[config.mk]
export PLATFORM = sky130hd
export DESIGN_NAME = vga_scan_driver
export DESIGN_NICKNAME = d
export VERILOG_FILES = /design/src/rtl/vga_timing_pkg.sv /design/src/rtl/scan_counter.sv /design/src/rtl/vga_scan_driver.sv
export SDC_FILE = /design/constraint.sdc
export NUM_CORES = 1
export LEC_CHECK = 0
export CORE_UTILIZATION = 50
export CTS_CLUSTER_SIZE = 40
export DETAILED_ROUTE_END_ITERATION = 10
export PLACE_DENSITY = 0.8
export SETUP_SLACK_MARGIN = 0.1
export SLEW_MARGIN = 20
export SYNTH_ARGS = -nofsm -noshare
export SYNTH_HDL_FRONTEND = slang
export SYNTH_SLANG_ARGS = --single-unit
[constraint.sdc]
create_clock -name clk -period 2.1 [get_ports clk]
set_clock_uncertainty 0.1 [all_clocks]
set_input_delay 0.21 -clock clk [delete_from_list [all_inputs] [get_ports clk]]
set_output_delay 0.21 -clock clk [all_outputs]
set_load 0.02 [all_outputs]
[src/rtl/vga_timing_pkg.sv]
// Shared 640x480@60 VGA timing constants, RGB444 type and colour palette,
// used by the scan driver and the field renderer.
package vga_timing_pkg;

  localparam int VGA_H_ACTIVE = 640;
  localparam int VGA_H_FP     = 16;
  localparam int VGA_H_SYNC   = 96;
  localparam int VGA_H_BP     = 48;
  localparam int VGA_H_TOTAL  = VGA_H_ACTIVE + VGA_H_FP + VGA_H_SYNC + VGA_H_BP;

  localparam int VGA_V_ACTIVE = 480;
  localparam int VGA_V_FP     = 10;
  localparam int VGA_V_SYNC   = 2;
  localparam int VGA_V_BP     = 33;
  localparam int VGA_V_TOTAL  = VGA_V_ACTIVE + VGA_V_FP + VGA_V_SYNC + VGA_V_BP;

  localparam int VGA_CNT_W = 11;
  localparam int VGA_BAR_W = 80;

  typedef logic [11:0] rgb444_t;

  localparam rgb444_t COLOR_WHITE   = 12'hFFF;
  localparam rgb444_t COLOR_YELLOW  = 12'hFF0;
  localparam rgb444_t COLOR_CYAN    = 12'h0FF;
  localparam rgb444_t COLOR_GREEN   = 12'h0F0;
  localparam rgb444_t COLOR_MAGENTA = 12'hF0F;
  localparam rgb444_t COLOR_RED     = 12'hF00;
  localparam rgb444_t COLOR_BLUE    = 12'h00F;
  localparam rgb444_t COLOR_BLACK   = 12'h000;

  // Eight 80-pixel colour bars across the visible line; anything past bar 7 is black.
  function automatic rgb444_t bar_color(input logic [VGA_CNT_W-1:0] x);
    logic [VGA_CNT_W-1:0] idx;
    idx = x / VGA_CNT_W'(VGA_BAR_W);
    case (idx)
      11'd0:   bar_color = COLOR_WHITE;
      11'd1:   bar_color = COLOR_YELLOW;
      11'd2:   bar_color = COLOR_CYAN;
      11'd3:   bar_color = COLOR_GREEN;
      11'd4:   bar_color = COLOR_MAGENTA;
      11'd5:   bar_color = COLOR_RED;
      11'd6:   bar_color = COLOR_BLUE;
      default: bar_color = COLOR_BLACK;
    endcase
  endfunction

endpackage

[src/rtl/scan_counter.sv]
// Modulo-MAX counter with enable; o_wrap flags the enabled step that returns to 0,
// so instances chain by feeding one o_wrap into the next i_en.
module scan_counter #(
  parameter int W   = 11,
  parameter int MAX = 800
) (
  input  logic         i_clk,
  input  logic         i_rst,
  input  logic         i_en,
  output logic [W-1:0] o_count,
  output logic         o_wrap
);

  localparam logic [W-1:0] LAST = W'(MAX - 1);

  logic [W-1:0] r_count;

  assign o_count = r_count;
  assign o_wrap  = i_en && (r_count == LAST);

  always_ff @(posedge i_clk or posedge i_rst) begin
    if (i_rst)
      r_count <= '0;
    else if (i_en)
      r_count <= o_wrap ? '0 : r_count + W'(1);
  end

endmodule

[src/rtl/vga_scan_driver.sv]
// VGA raster generator: scan coordinates out, renderer pixel in, colour and sync
// registered one pixel tick later. Define VGA_TEST_PATTERN_EN for the test_mode colour-bar input.
module vga_scan_driver
  import vga_timing_pkg::*;
#(
  parameter int      CLK_DIV  = 2,
  parameter int      H_ACTIVE = VGA_H_ACTIVE,
  parameter int      H_FP     = VGA_H_FP,
  parameter int      H_SYNC   = VGA_H_SYNC,
  parameter int      H_BP     = VGA_H_BP,
  parameter int      V_ACTIVE = VGA_V_ACTIVE,
  parameter int      V_FP     = VGA_V_FP,
  parameter int      V_SYNC   = VGA_V_SYNC,
  parameter int      V_BP     = VGA_V_BP,
  parameter logic    SYNC_POL = 1'b0,
  parameter rgb444_t FG_COLOR = COLOR_WHITE,
  parameter rgb444_t BG_COLOR = COLOR_BLACK
) (
  input  logic                 clk,
  input  logic                 rst,
  input  logic                 px_data,
  output logic [VGA_CNT_W-1:0] x,
  output logic [VGA_CNT_W-1:0] y,
  output logic                 hsync,
  output logic                 vsync,
  output logic [3:0]           red,
  output logic [3:0]           green,
  output logic [3:0]           blue,
  output logic                 active,
  output logic                 frame_start
`ifdef VGA_TEST_PATTERN_EN
  ,
  input  logic                 test_mode
`endif
);

  localparam int H_TOTAL = H_ACTIVE + H_FP + H_SYNC + H_BP;
  localparam int V_TOTAL = V_ACTIVE + V_FP + V_SYNC + V_BP;

  localparam logic [VGA_CNT_W-1:0] H_ACT  = VGA_CNT_W'(H_ACTIVE);
  localparam logic [VGA_CNT_W-1:0] V_ACT  = VGA_CNT_W'(V_ACTIVE);
  localparam logic [VGA_CNT_W-1:0] HS_BEG = VGA_CNT_W'(H_ACTIVE + H_FP);
  localparam logic [VGA_CNT_W-1:0] HS_END = VGA_CNT_W'(H_ACTIVE + H_FP + H_SYNC - 1);
  localparam logic [VGA_CNT_W-1:0] VS_BEG = VGA_CNT_W'(V_ACTIVE + V_FP);
  localparam logic [VGA_CNT_W-1:0] VS_END = VGA_CNT_W'(V_ACTIVE + V_FP + V_SYNC - 1);

  logic [3:0]           w_div_cnt_unused;
  logic                 w_tick;
  logic                 w_x_wrap;
  logic                 w_y_wrap;
  logic [VGA_CNT_W-1:0] w_x;
  logic [VGA_CNT_W-1:0] w_y;

  // Stage 1: pixel divider -> x -> y, chained through the wrap strobes.
  scan_counter #(.W(4), .MAX(CLK_DIV)) u_div (
    .i_clk   (clk),
    .i_rst   (rst),
    .i_en    (1'b1),
    .o_count (w_div_cnt_unused),
    .o_wrap  (w_tick)
  );

  scan_counter #(.W(VGA_CNT_W), .MAX(H_TOTAL)) u_x (
    .i_clk   (clk),
    .i_rst   (rst),
    .i_en    (w_tick),
    .o_count (w_x),
    .o_wrap  (w_x_wrap)
  );

  scan_counter #(.W(VGA_CNT_W), .MAX(V_TOTAL)) u_y (
    .i_clk   (clk),
    .i_rst   (rst),
    .i_en    (w_x_wrap),
    .o_count (w_y),
    .o_wrap  (w_y_wrap)
  );

  logic    w_hs_on;
  logic    w_vs_on;
  logic    w_act;
  rgb444_t w_rgb;

  // Decode for the coordinate currently presented; px_data has settled by the tick.
  always_comb begin
    w_hs_on = (w_x >= HS_BEG) && (w_x <= HS_END);
    w_vs_on = (w_y >= VS_BEG) && (w_y <= VS_END);
    w_act   = (w_x < H_ACT) && (w_y < V_ACT);
    w_rgb   = px_data ? FG_COLOR : BG_COLOR;
`ifdef VGA_TEST_PATTERN_EN
    if (test_mode)
      w_rgb = bar_color(w_x);
`endif
    if (!w_act)
      w_rgb = COLOR_BLACK;
  end

  logic    r_hsync;
  logic    r_vsync;
  logic    r_active;
  rgb444_t r_rgb;
  logic    r_frame_start;

  // Stage 2: colour and sync registered together so they stay aligned.
  always_ff @(posedge clk or posedge rst) begin
    if (rst) begin
      r_hsync  <= ~SYNC_POL;
      r_vsync  <= ~SYNC_POL;
      r_active <= 1'b0;
      r_rgb    <= COLOR_BLACK;
    end else if (w_tick) begin
      r_hsync  <= w_hs_on ? SYNC_POL : ~SYNC_POL;
      r_vsync  <= w_vs_on ? SYNC_POL : ~SYNC_POL;
      r_active <= w_act;
      r_rgb    <= w_rgb;
    end
  end

  always_ff @(posedge clk or posedge rst) begin
    if (rst)
      r_frame_start <= 1'b0;
    else
      r_frame_start <= w_y_wrap;
  end

  assign x           = w_x;
  assign y           = w_y;
  assign hsync       = r_hsync;
  assign vsync       = r_vsync;
  assign active      = r_active;
  assign red         = r_rgb[11:8];
  assign green       = r_rgb[7:4];
  assign blue        = r_rgb[3:0];
  assign frame_start = r_frame_start;

endmodule
======== Word-level counts from Yosys, hierarchy flattened ========
Index checks and enable logic that the tools add are counted.
word-level totals
  bits of input ports ..................... 3
  register bits ........................... 42
operators by class
  order comparisons ....................... 6
  multiplexer cells ....................... 7
  add/subtract/negate cells ............... 3
  eq/ne operators ......................... 3
  reduce and logical (&&, ||, !) cells .... 5
operators by type and width
  operator                                                                               number
  12-bit 2-to-1 mux                                                                      2
  11-bit by 1-bit adder with 11-bit output, second input constant                        2
  11-bit by 10-bit equality test with 1-bit output, second input constant                2
  11-bit 2-to-1 mux                                                                      2
  11-bit by 10-bit greater-or-equal comparator with 1-bit output, second input constant  1
  11-bit by 9-bit greater-or-equal comparator with 1-bit output, second input constant   1
  11-bit by 10-bit <= comparator with 1-bit output, second input constant                1
  11-bit by 9-bit <= comparator with 1-bit output, second input constant                 1
  11-bit by 10-bit less-than comparator with 1-bit output, second input constant         1
  11-bit by 9-bit less-than comparator with 1-bit output, second input constant          1
  1-bit logical AND                                                                      5
  4-bit by 1-bit adder with 4-bit output, second input constant                          1
  4-bit by 1-bit equality test with 1-bit output, second input constant                  1
  4-bit 2-to-1 mux                                                                       1
  1-bit 2-to-1 mux                                                                       2

======== Depth between registers and ports, before layout ========
Gate-level depths: netlist (run 1).
  depth in word-level cells ............... 4
  depth in mapped cells ................... 6

======== Hierarchy ========
Synthesis (run 1) repeated with hierarchy kept, for this count alone.
unflattened totals
  cells, all modules ...................... 163
  area total of the unflattened synthesis .. 1670.4 µm²
modules (own cells, without submodules)
  module                seq. area each (µm²)  area an instance (µm²)  cells an instance  instances
  scan_counter (u_y)    275.3                 585.6                   54                 1
  scan_counter (u_x)    275.3                 539.3                   52                 1
  vga_scan_driver       127.6                 325.3                   36                 1
  scan_counter (u_div)  100.1                 220.2                   21                 1

======== Worst setup path after synthesis (run 1) ========
No wires, ideal clock.
  path kind ............................... reg-to-reg
  start ................................... register u_y.r_count[1] (netlist: u_y.o_count[1])
  end ..................................... register u_y.r_count[10] (netlist: u_y.o_count[10])
  setup slack ............................. 191 ps
  data required time ...................... 1882 ps
  clock period less this slack ............ 1909 ps
  stages on the path, launching flop included .. 6
  arrival time ............................ 1691 ps
  path buffers ............................ 0
  path through ............................ dfrtp_1 -> ha_1 -> and4_1 -> or3b_1 -> a21o_1 -> a21o_1
between the ends
  longest elaborated chain between the ends .. 3
  elaborated cells between the ends (all ways) .. 4
RTL lines
  item                                                                              RTL line            text
  start, declared                                                                   scan_counter.sv:16  logic [W-1:0] r_count;
  start signal, assigned                                                            scan_counter.sv:25  r_count <= o_wrap ? '0 : r_count + W'(1);
  branches (longest 2 deep; another with 11-bit by 1-bit adder with 11-bit output)  --
  11-bit 2-to-1 mux (*)                                                             scan_counter.sv:25
Mark *: on every way between the ends.
A chain may end at the register's enable or synchronous reset.

======== Worst setup path in the final report (run 1) ========
Ends and elaborated chain as after synthesis.

==> results of run 1 <==
==> Yosys cell counts (all sizes together) (2+ instances only) <==
| library cell | n | area share (%) |
|---|---|---|
| xor2 | 7 | 3.4 |
| buf | 16 | 6.0 |
| nor3b | 2 | 0.83 |
| dfstp | 2 | 2.9 |
| dfrtp | 29 | 40 |
| a31oi | 2 | 0.70 |
| or3 | 2 | 0.70 |
| a22o | 4 | 1.9 |
| nand2 | 10 | 2.1 |
| nor4b | 4 | 3.1 |
| nand4 | 8 | 3.5 |
| clkbuf | 3 | 0.63 |
| a21oi | 3 | 0.83 |
| inv | 8 | 1.7 |
| a21o | 4 | 1.7 |
| o21ai | 9 | 2.5 |
| nor4 | 4 | 1.4 |
| nor2 | 13 | 3.1 |
| ha | 5 | 3.5 |
| xnor2 | 7 | 3.4 |
| nor3 | 6 | 2.2 |
| and4 | 4 | 1.9 |
| and3 | 3 | 1.0 |
| nand3 | 13 | 3.6 |
==> metal layers <==
metal | wire length (um) | vias to the layer above | track usage (%)
met5 | 0 | - | 0
met4 | 87 | 0 | 11.7
met3 | 164 | 12 | 6.00
met2 | 2190 | 51 | 40.0
met1 | 1700 | 753 | 28.2
li1 | - | 711 | -
==> state kept, by name, indices dropped and copies added, names as in the netlist <==
name	flops
u_div.o_count	4
frame_start	1
vsync	1
u_x.o_count	11
hsync	1
active	1
u_y.o_count	11
r_rgb	1
==> cells in the final DEF (no fill, tap or decap), types with 2 or more instances in the layout <==
master,instances
nor4b_4,2
dfstp_2,2
or3_1,2
nand3_1,12
inv_1,8
dfrtp_1,28
nand4_1,6
a21o_1,4
nor4b_2,2
xnor2_1,7
clkbuf_8,2
and3_1,2
o21ai_0,9
clkdlybuf4s50_1,40
nor3b_1,2
clkbuf_4,5
a22o_1,4
buf_4,4
nor2_1,11
ha_1,4
nand2_1,10
a31oi_1,2
xor2_1,7
a21oi_1,3
and4_1,4
nor3_2,2
nor4_1,4
nor3_1,4
==> stage by stage <==
stage          power, mW  utilization, %  setup slack (ns)  instance area (um2)  cells
3_5_place_dp       0.673            64.3            0.0167                 2180    253
3_3_place_gp       0.672            64.3            0.0996                 2180    253
4_1_cts             1.07            66.8             0.119                 2260    261
2_1_floorplan      0.653               -             0.191                 1800    182
6_report            1.06            67.8             0.184                 2300    262
5_1_grt             1.10            67.8            0.0792                 2300    262
==> cells by family after synthesis <==
family          count (synthesis)  share of synthesized area [%]
buf+inv                        27                           8.28
compound gates                 27                           9.95
flops                          31                           43.3
simple gates                   76                           27.0
fa+ha+maj                       5                           3.48
mux                             2                           1.18
xor+xnor                       14                           6.82
==> final cells by class <==
class / instances / area, um2
repair buffers: 45 / 450
clock buffers: 8 / 68.8
multi-input cells: 124 / 912
flip-flops and latches: 31 / 779
inverters: 8 / 30.0
well taps: 46 / 57.6
fillers: 273 / 1090
==> worst reg2reg max path, cell delays in order (launching register included) <==
cell and delay (ns):
dfrtp_2 0.45, ha_2 0.25, and4_1 0.26, or3b_1 0.40, a21o_1 0.20, a21o_1 0.17
==> timing repair <==
| item | CTS | global route |
|---|---|---|
| pin swaps | 0 | 1 |
| buffers inserted | 0 | 1 |
| endpoints found under the hold margin | 0 | 0 |
| hold buffers | 0 | 0 |
| gates resized for setup | 2 | 7 |
| setup endpoints to repair | 4 | 6 |
==> power breakdown <==
part           switching, mW  internal (mW)
sequential           0.00280          0.598
clock                  0.202          0.197
combinational         0.0325         0.0269
total                  0.237          0.821
==> how the worst max path moves through the flow <==
stage,end,slack (ns)
global route,u_y.o_count[9],0.08
global placement,u_y.o_count[0],0.1
finish,u_y.o_count[10],0.18
CTS,u_y.o_count[10],0.12
detailed placement,u_y.o_count[8],0.02
floorplan,u_y.o_count[10],0.19
==> impl_metrics.toml, run 1 <==
[outcome]
status = "completed"

[route]
drt_iter0_drc = 103
routedWlPerCell_um = 15.8
drt-total-wl_um = 4140
drc = 0
ant_nets = 0
via_count = 1527
dr.pass1.iters = 4
viasPerCell = 5.83

[worst_setup_path]
critPathRequiredTime_ns = 2.23
critical_path.slowest_cell = "dfrtp_2"
crit_start = "u_y.o_count[1]"
r2r_end = "u_y.o_count[10]"
crit_path_cell_trace = "ha_2 -> and4_1 -> or3b_1 -> a21o_1 -> a21o_1"
cp_num_buf_inv = 0
worstReg2RegStart = "u_y.o_count[1]"
endpoint_kind = "flip-flop"
critPathKind = "flip-flop to flip-flop"
critPathMaxStageDelay_ns = 0.45
cpMostUsedCell = "a21o_1"
critical_path_depth = 5
worstPathMaxFanout = 7
rr_worst_depth = 5
crit_family = "simple AND/OR/NAND/NOR gates"
r2r_setup_slack_ns = 0.18
start_kind = "flip-flop"
crit_arrival_ns = 2.04

[global_route]
grt_usage_pct = 23.7
grt_pass1_vias = 1441
overflow = 0
grt_max_degree = 19
grt_antenna_before_repair = 0
grt_pass1_wl_um = 6490

[floorplan]
core_um2 = 3390
num_rows = 21
die_y_um = 62.0
start_util_pct = 53.0
die_x_um = 62.0
io-pin-count = 41
die_area_um2 = 3840

[clocking]
cts_root_buf = "clkbuf_4"
cts_buffers = 5
clock_sinks = 31
path_clk_slew_ns = 0.09
htree_levels = 2
clock_path_buffers = 2
clk_latency_ns = 0.33
cts_tree = "done"

[pwr]
p_per_area_nw_per_um2 = 460
ir_drop_mv = 0.358
leakage_nw = 0.952

[flow_run]
cap_violations = 0

[synth]
syn-mean-instance-area_um2 = 9.88
async_flop_share_pct = 100
synthCells = 182
synth_edf_count = 0
synth_nets = 190
seq_area_frac_synth_pct = 43.3
yosysWarnings = 0
synth_cell_type_count = 44
ys_ff_latch = 31
synth_area_um2 = 1800
ys.flop_type = "dfrtp_1"

[placement]
globalplace.congestion = 0.897
dp_hpwl_um = 3100
numPortBuffers = 40

[layout]
layout-drive-gt1-share_pct = 13.9
fin_nets = 223
n_antenna_cell = 0
syn_to_final_growth_pct = 27.8

[sta]
rsz0062_at_grt = "false"
fin_crit_ns = 1.92
hold_viol_final = 0
final-setup-viol-count = 0
tns_ns = 0
finalCritPeriodShare_pct = 91.3
maxSlewViolCount = 0
holdWs_ns = 0.140
relSlewSlack_pct = 60.6
worst_slew_pin_slew_ns = 0.590
fmax_mhz = 522

[worst_hold_path]
hp-class = "input port to async pin"
Note: power is estimated with default switching activity, not from simulation.
==> run 2, diff against run 1 <==
--- a/config.mk
+++ b/config.mk
@@ -8,8 +8,9 @@
 export CORE_UTILIZATION = 50
 export CTS_CLUSTER_SIZE = 40
 export DETAILED_ROUTE_END_ITERATION = 10
+export MAX_ROUTING_LAYER = met4
 export PLACE_DENSITY = 0.8
-export SETUP_SLACK_MARGIN = 0.1
+export SETUP_SLACK_MARGIN = 0.2
 export SLEW_MARGIN = 20
 export SYNTH_ARGS = -nofsm -noshare
 export SYNTH_HDL_FRONTEND = slang
==> run 2 against run 1 <==
Flip-flop and latch count did not move. Global-route usage is 0.11 points higher. Sequential power hardly changed. Clock-buffer cell count unchanged. Critical path depth is the same. Routed wire length grew 0.39%. Cell count grew 2.3%. Via count increased by 1.8%. Final area grew 3.4%. Critical endpoint unchanged. Largest cell class unchanged.
==> impl_metrics.toml, run 2 (synthesis gave the netlist of run 1 again) <==
[layout]
fin_nets = 229
syn_to_final_growth_pct = 32.2
fin_cells = 268
fillCellCount = 233
layout-drive-gt1-share_pct = 21.2
final_common_cell = "clkdlybuf4s50_1"
most-common-layout-cells = "clkdlybuf4s50_1 (39), dfrtp_1 (20), nand3_1 (12), nor2_1 (12)"
n_antenna_cell = 0

[route]
drt_iter0_drc = 141
routedWlPerCell_um = 15.5
via_count = 1554
drc = 0
viasPerCell = 5.80
dr.pass1.iters = 4
drt-total-wl_um = 4160
ant_nets = 0

[worst_setup_path]
r2r_end = "u_y.o_count[10]"
rr_worst_depth = 5
crit_path_cell_trace = "ha_2 -> and4_1 -> or3b_1 -> a21o_1 -> a21o_1"
critical_path.slowest_cell = "dfrtp_2"
critPathMaxStageDelay_ns = 0.43
cpMostUsedCell = "a21o_1"
critPathKind = "flip-flop to flip-flop"
start_kind = "flip-flop"
cp_num_buf_inv = 0
r2r_setup_slack_ns = 0.22
worstReg2RegStart = "u_y.o_count[1]"
worstPathMaxFanout = 6
critPathRequiredTime_ns = 2.22
crit_family = "simple AND/OR/NAND/NOR gates"
endpoint_kind = "flip-flop"
crit_arrival_ns = 2.00

[sta]
fmax_mhz = 533
rsz0062_at_grt = "true"
hold_viol_final = 0
final-setup-viol-count = 0
worst_slew_pin_slew_ns = 0.409
holdWs_ns = 0.107
fin_crit_ns = 1.88
finalCritPeriodShare_pct = 89.3
tns_ns = 0
maxSlewViolCount = 0
relSlewSlack_pct = 72.7

[floorplan]
num_rows = 21
die_area_um2 = 3840
die_y_um = 62.0
core_um2 = 3390
io-pin-count = 41
start_util_pct = 53.0
die_x_um = 62.0

[pwr]
ir_drop_mv = 0.324
leakage_nw = 0.991
total_power_mw = 1.04
p_per_area_nw_per_um2 = 439

[clocking]
cts_buffers = 5
clock_path_buffers = 2
path_clk_slew_ns = 0.09
cts_tree = "done"
ctsHoldBuffers = 0
clock_sinks = 31
clk_latency_ns = 0.32
cts_root_buf = "clkbuf_4"
htree_levels = 2

[outcome]
status = "completed"

[global_route]
overflow = 0
grt_pass1_wl_um = 6280
grt_antenna_before_repair = 0
grt_max_degree = 17
grt_pass1_vias = 1369
grt_usage_pct = 23.9

[placement]
globalplace.congestion = 0.952
dp_hpwl_um = 2900
dp.cells = 256
numPortBuffers = 40

[flow_run]
cap_violations = 0

[worst_hold_path]
hp-class = "input port to async pin"
==> run 2: cell types whose count changed in the layout (fill, tap and decap cells not counted), sizes merged <==
cell	before	now
dlymetal6s2s	0	1
buf	5	11
clkdlybuf4s50	40	39
==> run 2: power breakdown <==
group,internal [mW],switching (mW),leakage (nW)
combinational,0.0259,0.0313,0.561
clock,0.197,0.190,0.0386
sequential,0.598,0.00275,0.391
total,0.820,0.224,0.991
==> run 2: final cells by class <==
cell class,instances,area [um2],share of cell area (%)
multi-input cells,124,941,39.6
flip-flops and latches,31,790,33.2
repair buffers,51,489,20.6
clock buffers,8,68.8,2.90
well taps,46,57.6,2.42
inverters,8,30.0,1.26
==> run 2: metrics by stage <==
step	cell area, um2	setup slack, ns	util [%]
floorplan	1810	0.231	-
global placement	2200	0.177	64.8
detailed placement	2200	0.132	64.8
CTS	2280	0.210	67.1
global route	2380	0.166	70.1
finish	2380	0.224	70.1
==> run 2: layer usage <==
| metal | vias up | track usage (%) | wire length [um] |
|---|---|---|---|
| met5 | - | - | 0 |
| met4 | 0 | 8.89 | 68 |
| met3 | 8 | 8.28 | 308 |
| met2 | 68 | 35.9 | 2000 |
| met1 | 754 | 29.6 | 1780 |
| li1 | 724 | - | - |
==> run 2: worst max path at each step <==
stage	from	endpoint	slack (ns)	cells after the start
floorplan	u_y.o_count[0]	u_y.o_count[10]	0.23	5
global placement	u_div.o_count[3]	u_y.o_count[1]	0.18	3
detailed placement	u_div.o_count[3]	u_y.o_count[1]	0.13	3
CTS	u_div.o_count[3]	u_y.o_count[4]	0.21	5
global route	u_y.o_count[0]	u_y.o_count[0]	0.17	6
finish	u_y.o_count[1]	u_y.o_count[10]	0.22	5
==> run 2: timing repair <==
action / CTS / global route
gates resized for setup: 2 / 21
buffers inserted: 0 / 4
setup endpoints to repair: 5 / 25
pin swaps: 0 / 1
==> run 2: tightest hold or removal path: stages <==
cell	delay, ns
clkdlybuf4s50_1	0.39
inv_1	0.07
buf_4	0.23
==> run 3, diff against run 2 <==
--- a/config.mk
+++ b/config.mk
@@ -5,6 +5,7 @@
 export SDC_FILE = /design/constraint.sdc
 export NUM_CORES = 1
 export LEC_CHECK = 0
+export CORE_MARGIN = 10
 export CORE_UTILIZATION = 50
 export CTS_CLUSTER_SIZE = 40
 export DETAILED_ROUTE_END_ITERATION = 10
==> run 3 against run 2 <==
Die area rose by 67%. Non-clock buffer count increased by 9. Largest power group unchanged. Sequential share of layout area shrank 0.65 points. Highest routed layer unchanged. Global-route usage down 8.4 points. Register-to-register slack about the same. Clock-buffer cell count down 1. Critical endpoint is now u_y.o_count[9].
==> impl_metrics.toml, run 3 (synthesis gave the netlist of run 1 again) <==
[clocking]
clock_path_buffers = 2
cts_buffers = 5
clk_latency_ns = 0.32
path_clk_slew_ns = 0.10
clock_sinks = 31
cts_tree = "done"
ctsHoldBuffers = 0
cts_root_buf = "clkbuf_4"
htree_levels = 2

[worst_setup_path]
start_kind = "flip-flop"
endpoint_kind = "flip-flop"
crit_arrival_ns = 1.99
critPathKind = "flip-flop to flip-flop"
critPathRequiredTime_ns = 2.22
rr_worst_depth = 6
worstReg2RegStart = "u_div.o_count[3]"
r2r_end = "u_y.o_count[9]"
worstPathMaxFanout = 8
crit_start = "u_div.o_count[3]"
endpoint = "u_y.o_count[9]"
r2r_setup_slack_ns = 0.23

[sta]
hold_viol_final = 0
fin_crit_ns = 1.87
finalCritPeriodShare_pct = 89.2
worst_slew_pin_slew_ns = 0.505
rsz0062_at_grt = "true"
fmax_mhz = 534
relSlewSlack_pct = 66.0
tns_ns = 0
maxSlewViolCount = 0
final-setup-viol-count = 0

[layout]
layout-drive-gt1-share_pct = 25.2
final-seq-area_um2 = 791
final_common_cell = "clkdlybuf4s50_1"
syn_to_final_growth_pct = 35.0
fillCellCount = 252
n_antenna_cell = 0
fin_nets = 238
most-common-layout-cells = "clkdlybuf4s50_1 (38), buf_4 (20), dfrtp_1 (19), nand3_1 (12), nor2_1 (12)"
multiInputGateArea_um2 = 948

[route]
met2_length_um = 2260
via_count = 1597
drc = 0
wl_met3_um = 418
top_layer = "met4"
ant_nets = 0
routedWlPerCell_um = 17.1
dr.pass1.iters = 5
wl_met1_um = 1920
drt-total-wl_um = 4730
viasPerCell = 5.79
drt_iter0_drc = 160

[outcome]
status = "completed"

[floorplan]
io-pin-count = 41
num_rows = 21
die_y_um = 80.0
start_util_pct = 52.6
die_x_um = 80.0
die_area_um2 = 6390
core_um2 = 3420

[pwr]
p_sw_share_pct = 23.2
leakage_nw = 1.01
intPower_uw = 748
p_per_area_nw_per_um2 = 401
seqPwrFrac_pct = 61.6
ir_drop_mv = 0.391
power_frac_comb_pct = 5.8
total_power_uw = 974
p_switching_uw = 226
pwr-share-clk_pct = 32.6

[global_route]
grt_pass1_vias = 1486
grt_max_degree = 32
grt_usage_pct = 15.5
overflow = 0
grt_pass1_wl_um = 7610
grt_antenna_before_repair = 0

[flow_run]
cap_violations = 0

[placement]
dp_hpwl_um = 3480
numPortBuffers = 40
globalplace.congestion = 0.918

[worst_hold_path]
hp-class = "input port to async pin"
run 3: metrics by stage:
step           utilization [%]  hold WS (ns)  setup slack, ns  cell area, um2  std cells
3_5_place_dp              65.4         0.375            0.144            2230        261
6_report                  71.1         0.156            0.228            2430        276
2_1_floorplan                -         0.212            0.231            1810        182
4_1_cts                   67.4         0.158            0.178            2300        270
5_1_grt                   71.1         0.179            0.138            2430        276
3_3_place_gp              65.4         0.369            0.168            2230        261
run 3: critical path, cell delays in order, from the launching register on:
cell and delay [ns]:
dfrtp_2 0.45, nor4b_4 0.27, buf_4 0.18, buf_4 0.15, and4_2 0.28, o21ai_0 0.10
a22o_1 0.23
run 3: power groups by stage:
stage | registers [mW] | logic (mW) | clock network [mW]
finish | 0.600 | 0.0566 | 0.317
global route | 0.601 | 0.0606 | 0.357
CTS | 0.600 | 0.0581 | 0.329
detailed placement | 0.612 | 0.0582 | 0
global placement | 0.612 | 0.0581 | 0
floorplan | 0.613 | 0.0396 | 0
run 3: timing repair:
action,4_1_cts,5_1_grt
pin swaps,1,2
buffers inserted,2,6
setup endpoints to repair,8,37
hold endpoints to repair,0,0
cloned,0,0
resized for setup,2,24
run 3: layout make-up:
cell class                 count  area share [%]
clock buffer                   7            1.86
inverter                       8            1.24
timing repair buffer          60            22.9
sequential                    31            32.6
multi-input combinational    124            39.1
tap                           46            2.37
run 3: worst min-delay path by stage:
stage,slack (ns),depth (start not counted),end,from
global placement,0.37,1,active,active
global route,0.18,3,u_x.o_count[1],rst
CTS,0.16,3,u_y.o_count[9],rst
floorplan,0.21,1,active,rst
detailed placement,0.37,1,active,active
finish,0.16,3,u_x.o_count[8],rst
run 3: per-layer routing:
| metal | vias to the layer above | track usage, % |
|---|---|---|
| met3 | 19 | 4.39 |
| met2 | 83 | 23.9 |
| met4 | 0 | 6.34 |
| met1 | 756 | 18.4 |
| met5 | - | - |
| li1 | 739 | - |
